File: config.mk
export PLATFORM = sky130hd
export DESIGN_NAME = mem_read_flat
export DESIGN_NICKNAME = d
export VERILOG_FILES = /design/src/rtl/mem_read_if.sv /design/src/rtl/mem_read.sv /design/src/flat_wrapper.sv
export SDC_FILE = /design/constraint.sdc
export NUM_CORES = 1
export LEC_CHECK = 0
export ABC_AREA = 1
export BUFFER_PORTS_ARGS = -buffer_cell sky130_fd_sc_hd__buf_2
export CORE_MARGIN = 2
export CORE_UTILIZATION = 35
export DETAILED_ROUTE_END_ITERATION = 12
export PLACE_DENSITY = 0.77
export SYNTH_ARGS = -nofsm -noshare
export SYNTH_HDL_FRONTEND = slang
export SYNTH_SLANG_ARGS = --single-unit
File: constraint.sdc
create_clock -name clk -period 3.15 [get_ports clk]
set_input_delay 0.63 -clock clk [delete_from_list [all_inputs] [get_ports clk]]
set_output_delay 0.63 -clock clk [all_outputs]
set_load 0.02 [all_outputs]
File: src/rtl/mem_read_if.sv
// mem_read_if -- bundle of the request, BRAM read and systolic-lane signals of
// mem_read.
//
// Parameters mirror the design: D_W data width, N banks/lanes, M matrix
// dimension. Each bank holds D = (M*M)/N words addressed with AW bits.
//
// Signals:
//   start         request to stream the whole matrix (sampled in IDLE only)
//   rd_data_bram  per-bank read data, one cycle after its read enable
//   rd_addr_bram  per-bank registered read address
//   rd_en_bram    per-bank registered read enable
//   out_valid     per-lane valid towards the systolic array
//   out_data      per-lane data, meaningful when the matching out_valid is 1
//   busy          transfer in progress
//   done          one-cycle pulse after the last word of the last lane
//
// Modports: master = the mem_read block, slave = banks plus requester.
interface mem_read_if #(
  parameter int D_W = 8,
  parameter int N   = 3,
  parameter int M   = 6
);
  localparam int D  = (M * M) / N;
  localparam int AW = (D > 1) ? $clog2(D) : 1;

  logic           start;
  logic [D_W-1:0] rd_data_bram [N];
  logic [AW-1:0]  rd_addr_bram [N];
  logic [N-1:0]   rd_en_bram;
  logic [N-1:0]   out_valid;
  logic [D_W-1:0] out_data [N];
  logic           busy;
  logic           done;

  modport master (
    input  start, rd_data_bram,
    output rd_addr_bram, rd_en_bram, out_valid, out_data, busy, done
  );

  modport slave (
    output start, rd_data_bram,
    input  rd_addr_bram, rd_en_bram, out_valid, out_data, busy, done
  );
endinterface

File: src/rtl/mem_read.sv
// mem_read -- streams an M x M matrix out of N BRAM banks into N lanes of a
// systolic array. Each bank is read at addresses 0..D-1 exactly once per
// transfer; lane data is the raw BRAM output qualified by a delayed enable.
//
// Ports:
//   clk   rising-edge clock
//   rst   synchronous active-high reset
//   bus   mem_read_if.master (start, rd_data_bram in; rd_addr_bram,
//         rd_en_bram, out_valid, out_data, busy, done out)
//
// Optional feature: define MEM_READ_SKEW_EN to delay lane x by x cycles so
// the lanes form a diagonal wavefront. Without it all lanes run in lockstep.
module mem_read #(
  parameter int D_W = 8,
  parameter int N   = 3,
  parameter int M   = 6
) (
  input  logic        clk,
  input  logic        rst,
  mem_read_if.master  bus
);

  localparam int D  = (M * M) / N;
  localparam int AW = (D > 1) ? $clog2(D) : 1;

`ifdef MEM_READ_SKEW_EN
  localparam bit SkewEn = 1'b1;
`else
  localparam bit SkewEn = 1'b0;
`endif

  // Cycle index (relative to the first read cycle) of the last lane's final
  // read; the counter must also reach LAST+1 for the drain cycle.
  localparam int LAST = SkewEn ? (N - 1) + D - 1 : D - 1;
  localparam int CW   = $clog2(LAST + 2);

  typedef enum logic [1:0] {IDLE, READ, DRAIN} state_e;

  state_e         state_q, state_d;
  logic [CW-1:0]  cnt_q, cnt_d;
  logic           busy_q, busy_d;
  logic           done_q, done_d;
  logic [N-1:0]   rd_en_q, rd_en_d;
  logic [N-1:0]   valid_q;
  logic [AW-1:0]  addr_q [N];
  logic [AW-1:0]  addr_d [N];
  logic           run;

  function automatic int skewOf(input int lane);
    return SkewEn ? lane : 0;
  endfunction

  // Next-state logic. cnt_d is the index of the cycle about to start, so the
  // per-lane enables and addresses are derived from it and land registered.
  // A start arriving while done is pulsing is ignored, so the earliest new
  // transfer begins the cycle after done.
  always_comb begin
    state_d = state_q;
    cnt_d   = cnt_q;
    busy_d  = busy_q;
    done_d  = 1'b0;
    run     = 1'b0;
    case (state_q)
      IDLE: begin
        if (bus.start && !done_q) begin
          state_d = READ;
          cnt_d   = '0;
          busy_d  = 1'b1;
          run     = 1'b1;
        end
      end
      READ: begin
        cnt_d = cnt_q + CW'(1);
        run   = 1'b1;
        if (cnt_q == CW'(LAST)) begin
          state_d = DRAIN;
        end
      end
      DRAIN: begin
        state_d = IDLE;
        busy_d  = 1'b0;
        done_d  = 1'b1;
      end
      default: begin
        state_d = IDLE;
        busy_d  = 1'b0;
      end
    endcase

    for (int x = 0; x < N; x++) begin
      rd_en_d[x] = run && (int'(cnt_d) >= skewOf(x)) &&
                   (int'(cnt_d) <= skewOf(x) + D - 1);
      addr_d[x]  = rd_en_d[x] ? AW'(int'(cnt_d) - skewOf(x)) : '0;
    end
  end

  // State and every output register. out_valid trails the read enable by the
  // one-cycle BRAM latency; reset clears everything so an aborted transfer
  // leaves no trailing valids and no done pulse.
  always_ff @(posedge clk) begin
    if (rst) begin
      state_q <= IDLE;
      cnt_q   <= '0;
      busy_q  <= 1'b0;
      done_q  <= 1'b0;
      rd_en_q <= '0;
      valid_q <= '0;
      for (int x = 0; x < N; x++) begin
        addr_q[x] <= '0;
      end
    end else begin
      state_q <= state_d;
      cnt_q   <= cnt_d;
      busy_q  <= busy_d;
      done_q  <= done_d;
      rd_en_q <= rd_en_d;
      valid_q <= rd_en_q;
      for (int x = 0; x < N; x++) begin
        addr_q[x] <= addr_d[x];
      end
    end
  end

  assign bus.rd_en_bram   = rd_en_q;
  assign bus.rd_addr_bram = addr_q;
  assign bus.out_valid    = valid_q;
  assign bus.out_data     = bus.rd_data_bram;
  assign bus.busy         = busy_q;
  assign bus.done         = done_q;

endmodule

File: src/flat_wrapper.sv
// flat-port wrapper written by rule: the top's interface ports become plain ports
module mem_read_flat 
#(
  parameter int D_W = 8,
  parameter int N   = 3,
  parameter int M   = 6
)
  (clk, rst, bus_start, bus_rd_data_bram, bus_rd_addr_bram, bus_rd_en_bram, bus_out_valid, bus_out_data, bus_busy, bus_done);
  mem_read_if #(.D_W(D_W), .N(N), .M(M)) bus_i ();
  input  logic clk;
  input  logic rst;
  input wire logic [$bits(bus_i.start)-1:0] bus_start;
  input wire logic [$bits(bus_i.rd_data_bram)-1:0] bus_rd_data_bram;
  output wire logic [$bits(bus_i.rd_addr_bram)-1:0] bus_rd_addr_bram;
  output wire logic [$bits(bus_i.rd_en_bram)-1:0] bus_rd_en_bram;
  output wire logic [$bits(bus_i.out_valid)-1:0] bus_out_valid;
  output wire logic [$bits(bus_i.out_data)-1:0] bus_out_data;
  output wire logic [$bits(bus_i.busy)-1:0] bus_busy;
  output wire logic [$bits(bus_i.done)-1:0] bus_done;
  assign bus_i.start = bus_start;
  assign bus_i.rd_data_bram = {>>{bus_rd_data_bram}};
  assign bus_rd_addr_bram = {>>{bus_i.rd_addr_bram}};
  assign bus_rd_en_bram = bus_i.rd_en_bram;
  assign bus_out_valid = bus_i.out_valid;
  assign bus_out_data = {>>{bus_i.out_data}};
  assign bus_busy = bus_i.busy;
  assign bus_done = bus_i.done;
  mem_read #(.D_W(D_W), .N(N), .M(M)) u_core (.clk(clk), .rst(rst), .bus(bus_i));
endmodule
==> results of run 1 <==
power by group through the flow:
stage | Sequential [mW] | Combinational [mW] | Clock (mW)
finish | 0.189 | 0.0452 | 0.124
global route | 0.190 | 0.0498 | 0.140
CTS | 0.189 | 0.0456 | 0.131
detailed placement | 0.193 | 0.0456 | 0
global placement | 0.193 | 0.0451 | 0
floorplan | 0.197 | 0.0780 | 0
sequential cells by signal, indices dropped and copies added, names as in the netlist:
| name | cells |
|---|---|
| u_core.bus.done | 1 |
| u_core.state_q | 2 |
| u_core.bus.rd_en_bram | 1 |
| u_core.bus.rd_addr_bram | 4 |
| u_core.cnt_q | 4 |
| u_core.bus.out_valid | 1 |
| u_core.bus.busy | 1 |
cell usage after synthesis:
library cell	instances
nor3_1	1
inv_2	2
o211ai_1	1
o211a_1	1
buf_4	36
a21oi_4	1
nor2_2	2
inv_1	13
nor2_8	1
nand2_2	2
o21a_1	1
nor4_1	1
nand3_1	7
nand4_1	1
nor2_1	8
o21ai_1	1
nand2_1	10
dfxtp_1	14
nand3_2	1
o21ai_0	1
ha_1	1
a21oi_1	1
routing by layer:
metal | GRT usage, % | part of all wire [%]
met1 | 9.22 | 39
met4 | 8.97 | 4.7
met2 | 14.0 | 40
met3 | 5.65 | 16
met5 | 0 | 0
worst min path at each step:
stage               slack [ps]                            endpoint  cells after the start
floorplan                  460          u_core.bus.done$_SDFF_PP0_                      1
global placement           440  u_core.bus.out_valid[0]$_SDFF_PP0_                      2
detailed placement         440  u_core.bus.out_valid[0]$_SDFF_PP0_                      2
CTS                        460  u_core.bus.out_valid[0]$_SDFF_PP0_                      2
global route               470  u_core.bus.out_valid[0]$_SDFF_PP0_                      2
finish                     450  u_core.bus.out_valid[0]$_SDFF_PP0_                      2
kinds of logic (layout without fill, tap and decap cells):
kind of cell / count (synthesis) / in the layout / synth area share, %
buf+inv: 51 / 41 / 38.4
simple gates: 34 / 34 / 20.6
compound gates: 7 / 7 / 6.62
fa+ha+maj: 1 / 1 / 1.47
flops: 14 / 14 / 32.9
through the flow:
step | utilization [%] | hold slack, ps | power (mW) | instance area (um^2) | cells
floorplan | - | 464 | 0.275 | 851 | 107
global placement | 32.2 | 435 | 0.238 | 726 | 121
detailed placement | 32.2 | 444 | 0.239 | 726 | 121
CTS | 33.8 | 456 | 0.366 | 762 | 125
global route | 33.8 | 469 | 0.380 | 762 | 125
finish | 33.8 | 445 | 0.358 | 762 | 125
layout by cell type (no fill, tap or decap), drive strengths merged:
| cell | instances |
|---|---|
| o21a | 1 |
| inv | 15 |
| o21ai | 2 |
| nor3 | 1 |
| nand3 | 8 |
| ha | 1 |
| nand2 | 12 |
| clkbuf | 4 |
| nand4 | 1 |
| buf | 22 |
| nor2 | 11 |
| nor4 | 1 |
| o211ai | 1 |
| o211a | 1 |
| a21oi | 2 |
| dfxtp | 14 |
area by class of cell:
class	count	area, um^2
Tap cell	28	35.0
Timing Repair Buffer	22	110
Sequential cell	14	280
Fill cell	248	1490
Inverter	15	56.3
Clock buffer	4	36.3
Multi-Input combinational cell	42	244
==> impl_metrics.csv, run 1 <==
group,metric,value,unit
cts,cts-resized-gates,0,
setup_path,crit_slowest_cell,"dfxtp_1",
timing,finalSetupViolCount,0,
floorplanning,design.core.area,2250,um^2
cts,clk_root_buffer_cell,"clkbuf_4",
global_routing,track_usage,9.58,%
worst_hold_path,min_path_type,"reg -> reg",
setup_path,reg2regPathDepth,8,
yosys,synth-seq-cells,14,
setup_path,slowest_delay,350,ps
setup_path,reg2reg_from,"u_core.cnt_q[0]$_SDFF_PP0_",
cts,htreeDepth,1,
floorplanning,dieArea,2840,um^2
floorplanning,die_h,53.3,um
setup_path,crit_start,"u_core.bus.rd_en_bram[0]$_SDFF_PP0_",
setup_path,crit_path_end,"bus_rd_en_bram[1]",
timing,layout_setup_ws,1720,ps
yosys,synthesis.instances,107,
power,pwr-share-seq,52.8,%
yosys,synth_area_leaders,"dfxtp_1 33%, buf_4 32%, inv_1 5.7%",
timing,min_period,1430,ps
timing,finalHoldViolCount,0,
global_routing,grt_max_degree,9,
setup_path,worst-path-buf-inv,1,
cts,insertion_delay,280,ps
cts,hold_buffers,0,
power,swShare,24.8,%
timing,fmax,699,MHz
routing,post_drt_wl_per_cell,9.62,um
setup_path,arrival,800,ps
setup_path,startpoint_type,"flip-flop",
setup_path,critical_path_class,"reg -> out",
routing,routed_via_density,4.41,
finish,finalNetCount,126,
finish,area_growth_syn_to_layout,-10.4,%
floorplanning,die_w,53.3,um
yosys,post-synth-top-area-cell,"dfxtp_1",
cts,cts.sinks,14,
power,powerDensity,470,nW/um^2
timing,setup_tns,0,ps
timing,rsz0062_at_grt,"no",
global_routing,antenna_found_initial,0,
finish,drive_gt1_share,36.1,%
routing,first_pass_iters,4,
global_routing,grt.overflow.total,0,
yosys,ys_seq_area_share,32.9,%
yosys,synth_top_area_share,32.9,%
timing,fin_skew,3.87,ps
cts,postCtsSetupRepairBufs,0,
setup_path,path_cells,"buf_2",
timing,maxSlewHeadroom,81.4,%
run_status,status,"complete, no violations",
yosys,synth_warnings,0,
power,p_int,269,uW
timing,slew_violations,0,
setup_path,crit_required,2520,ps
worst_hold_path,worstHoldStart,"u_core.bus.rd_en_bram[0]$_SDFF_PP0_",
setup_path,cp_num_cells,1,
routing,drt-total-wl,1200,um
setup_path,rrSetupSlack,1890,ps
timing,worst_slew_pin_slew,278,ps
job,maxCapViolations,0,
routing,drc_errors,0,
yosys,syn-num-nets,135,
setup_path,end_kind,"output pin",
timing,period_share,45.4,%
global_routing,grt_pass1_wl,1900,um
routing,num_vias,551,
yosys,syn_area_per_cell,7.95,um^2
placed_design,dp_hpwl,986,um
routing,drt_iter0_drc,3,
cts,clkTransAtPathRegs,70,ps
cts,cts-buffers-inserted,3,
finish,antenna_cells,0,
routing,drtAntennaViolNets,0,
yosys,netlist_area,851,um^2
floorplanning,ioPinCount,71,
power,switchingPower,88.9,uW
floorplanning,start_util,37.7,%
setup_path,crit_fanout,4,
power,ir_drop,235,uV
placed_design,place_worst_setup_slack,1740,ps
global_routing,grt_pass1_vias,472,
floorplanning,row_count,17,
placed_design,gp_congestion,0.823,
setup_path,cpLargestDelayFamily,"flip-flops",
cts,cts_tree,"built",
placed_design,port_buffers,22,
power,comb_power_share,12.6,%
power,p_leak,0.417,nW
yosys,synth.distinct_cells,22,
setup_path,r2r-end,"u_core.bus.rd_addr_bram[4]$_SDFF_PP0_",
power,power.share.clock,34.6,%
cts,clockBufferDepth,2,
Power figures use the tool's default switching activity.
==> run 2, diff against run 1 <==
--- a/config.mk
+++ b/config.mk
@@ -5,7 +5,7 @@
 export SDC_FILE = /design/constraint.sdc
 export NUM_CORES = 1
 export LEC_CHECK = 0
-export ABC_AREA = 1
+export ABC_AREA = 0
 export BUFFER_PORTS_ARGS = -buffer_cell sky130_fd_sc_hd__buf_2
 export CORE_MARGIN = 2
 export CORE_UTILIZATION = 35
==> constraint.sdc (replaced) <==
create_clock -name clk -period 1.5 [get_ports clk]
set_input_delay 0.3 -clock clk [delete_from_list [all_inputs] [get_ports clk]]
set_output_delay 0.3 -clock clk [all_outputs]
set_load 0.02 [all_outputs]
==> run 2 against run 1 <==
Clock skew about the same. Clock power up 78%. Worst setup slack worse by 1600 ps. Register-to-register slack worse by 1700 ps. Critical path type is now reg -> reg. Largest cell class unchanged.
==> impl_metrics.csv, run 2 <==
group,metric,value,unit
yosys,syn-num-nets,119,
setup_path,arrival,1550,ps
global_routing,grt_pass1_vias,492,
power,comb_power_share,12.7,%
global_routing,grt.overflow.total,0,
floorplanning,design.core.area,2250,um^2
cts,postCtsSetupRepairBufs,0,
power,switchingPower,198,uW
timing,rsz0062_at_grt,"no",
yosys,synth_edf_count,0,
yosys,netlist_area,847,um^2
timing,maxSlewHeadroom,76.7,%
routing,wl_met2,615,um
power,ir_drop,353,uV
setup_path,end_kind,"flip-flop",
timing,min_period,1360,ps
yosys,synth_area_leaders,"dfxtp_1 33%, buf_4 33%, nor3b_1 2.7%",
power,finalPower,712,uW
timing,finalSetupViolCount,0,
global_routing,antenna_found_initial,0,
cts,htreeDepth,1,
setup_path,critical_path_class,"reg -> reg",
cts,cts.sinks,14,
finish,drive_gt1_share,39.7,%
cts,cts-buffers-inserted,3,
finish,antenna_cells,0,
placed_design,port_buffers,22,
yosys,synth_commonest_cells,"37 x buf_4, 14 x dfxtp_1, 4 x inv_1",
timing,whs,339,ps
yosys,synth_top_area_share,33.1,%
setup_path,startpoint_type,"flip-flop",
floorplanning,die_w,53.2,um
yosys,yosysMostFrequentCell,"buf_4",
yosys,post-synth-top-area-cell,"dfxtp_1",
routing,drtAntennaViolNets,0,
timing,worst_slew_pin_slew,349,ps
floorplanning,die_h,53.2,um
floorplanning,ioPinCount,71,
setup_path,crit_fanout,5,
routing,post_drt_wl_per_cell,12.7,um
cts,clk_root_buffer_cell,"clkbuf_4",
yosys,synth_ff_type,"dfxtp_1",
cts,clkTransAtPathRegs,80,ps
timing,slew_violations,0,
routing,route.top_layer_used,"met4",
setup_path,path_cells,"ha_1 > xor2_2 > nand2_1 > o221a_1",
yosys,synth-seq-cells,14,
power,p_leak,0.341,nW
routing,drt-met1-wl,469,um
global_routing,track_usage,10.5,%
yosys,synthesis.instances,91,
placed_design,dp_hpwl,978,um
power,pwr-share-seq,56.3,%
routing,wl_met3,191,um
finish,area_growth_syn_to_layout,-12.6,%
timing,fin_skew,3.90,ps
setup_path,slowest_delay,420,ps
timing,finalHoldViolCount,0,
cts,hold_buffers,0,
routing,drt_iter0_drc,4,
floorplanning,row_count,17,
routing,drt-total-wl,1340,um
cts,insertion_delay,290,ps
setup_path,crit_slowest_cell,"dfxtp_1",
power,p_int,514,uW
placed_design,gp_congestion,0.828,
global_routing,grt_max_degree,15,
cts,clockBufferDepth,2,
yosys,synth_warnings,0,
finish,final_cell_mix,"22 x buf_2, 14 x dfxtp_1, 4 x inv_1",
routing,num_vias,527,
timing,setup_tns,0,ps
finish,finalNetCount,108,
job,maxCapViolations,0,
yosys,synthArstFlopShare,0,%
timing,period_share,90.4,%
cts,cts-resized-gates,0,
power,swShare,27.8,%
cts,cts_tree,"built",
power,power.share.clock,31.0,%
worst_hold_path,min_path_type,"in -> reg",
yosys,syn_area_per_cell,9.31,um^2
setup_path,crit_required,1690,ps
routing,drc_errors,0,
global_routing,grt_pass1_wl,2080,um
power,powerDensity,962,nW/um^2
yosys,synth.distinct_cells,29,
yosys,ys_seq_area_share,33.1,%
floorplanning,start_util,37.6,%
floorplanning,dieArea,2830,um^2
timing,fmax,737,MHz
finish,finish.utilization,32.9,%
finish,layout.cells.most_common,"buf_2",
run_status,status,"complete, no violations",
routing,routed_via_density,4.97,
routing,first_pass_iters,4,
## run 2: cell count changes after synthesis, moves of 3 or more
cell	change
inv_1	-9
nor2b_1	+3
nand2_1	-9
nand3_1	-7
nor3b_1	+3
nor2_1	-5
## run 2: metal layers
metal  GRT usage [%]  vias to the layer above
met5               0                        -
met3            3.67                       15
li1                -                      244
met2            17.1                       35
met4            9.40                        0
met1            10.3                      233
## run 2: cell families (layout without fill, tap and decap cells)
logic type	count (synthesis)	in the layout	synth area share [%]
XOR/XNOR	2	2	2.95
AND/OR/NAND/NOR	21	21	16.5
adder cells (fa/ha/maj)	1	1	1.48
flip-flops	14	14	33.1
buffers and inverters	42	29	35.0
AO/OA/AOI/OAI	11	11	10.9
## run 2: layout make-up
type	count	area [um^2]
fillers	254	1510
flip-flops and latches	14	280
multi-input cells	35	278
repair buffers	22	110
well taps	28	35.0
clock buffers	3	22.5
inverters	4	15.0
## run 2: worst paths after layout
check / from / endpoint / slack (ps) / cells past startpoint
min reg2reg: u_core.bus.busy$_SDFFE_PP0P_ / u_core.bus.busy$_SDFFE_PP0P_ / 470 / 1
min: rst / u_core.bus.out_valid[0]$_SDFF_PP0_ / 340 / 2
max reg2reg: u_core.cnt_q[0]$_SDFF_PP0_ / u_core.bus.rd_en_bram[0]$_SDFF_PP0_ / 140 / 4
max: u_core.cnt_q[0]$_SDFF_PP0_ / u_core.bus.rd_en_bram[0]$_SDFF_PP0_ / 140 / 4
## run 2: power groups by stage
stage	sequential [mW]	combinational, mW	clock (mW)
2_1_floorplan	0.414	0.168	0
3_3_place_gp	0.409	0.0898	0
3_5_place_dp	0.410	0.0902	0
4_1_cts	0.401	0.0910	0.211
5_1_grt	0.405	0.0989	0.230
6_report	0.401	0.0903	0.221
## run 2: worst max-delay path: cells and delay by family (launching register included)
family	cells	cell delay (ps)
DFF	1	420
adders and majority gates	1	270
AOI/OAI and AO/OA	1	260
xor gates and xnor gates	1	190
and+or+nand+nor	1	120
## run 2: through the flow
step	setup WS, ps	area (um^2)	instances
after global routing	43.9	741	106
after detailed placement	120	711	103
after floorplan	236	847	91
after global placement	189	711	103
after CTS	103	733	106
final	144	741	106
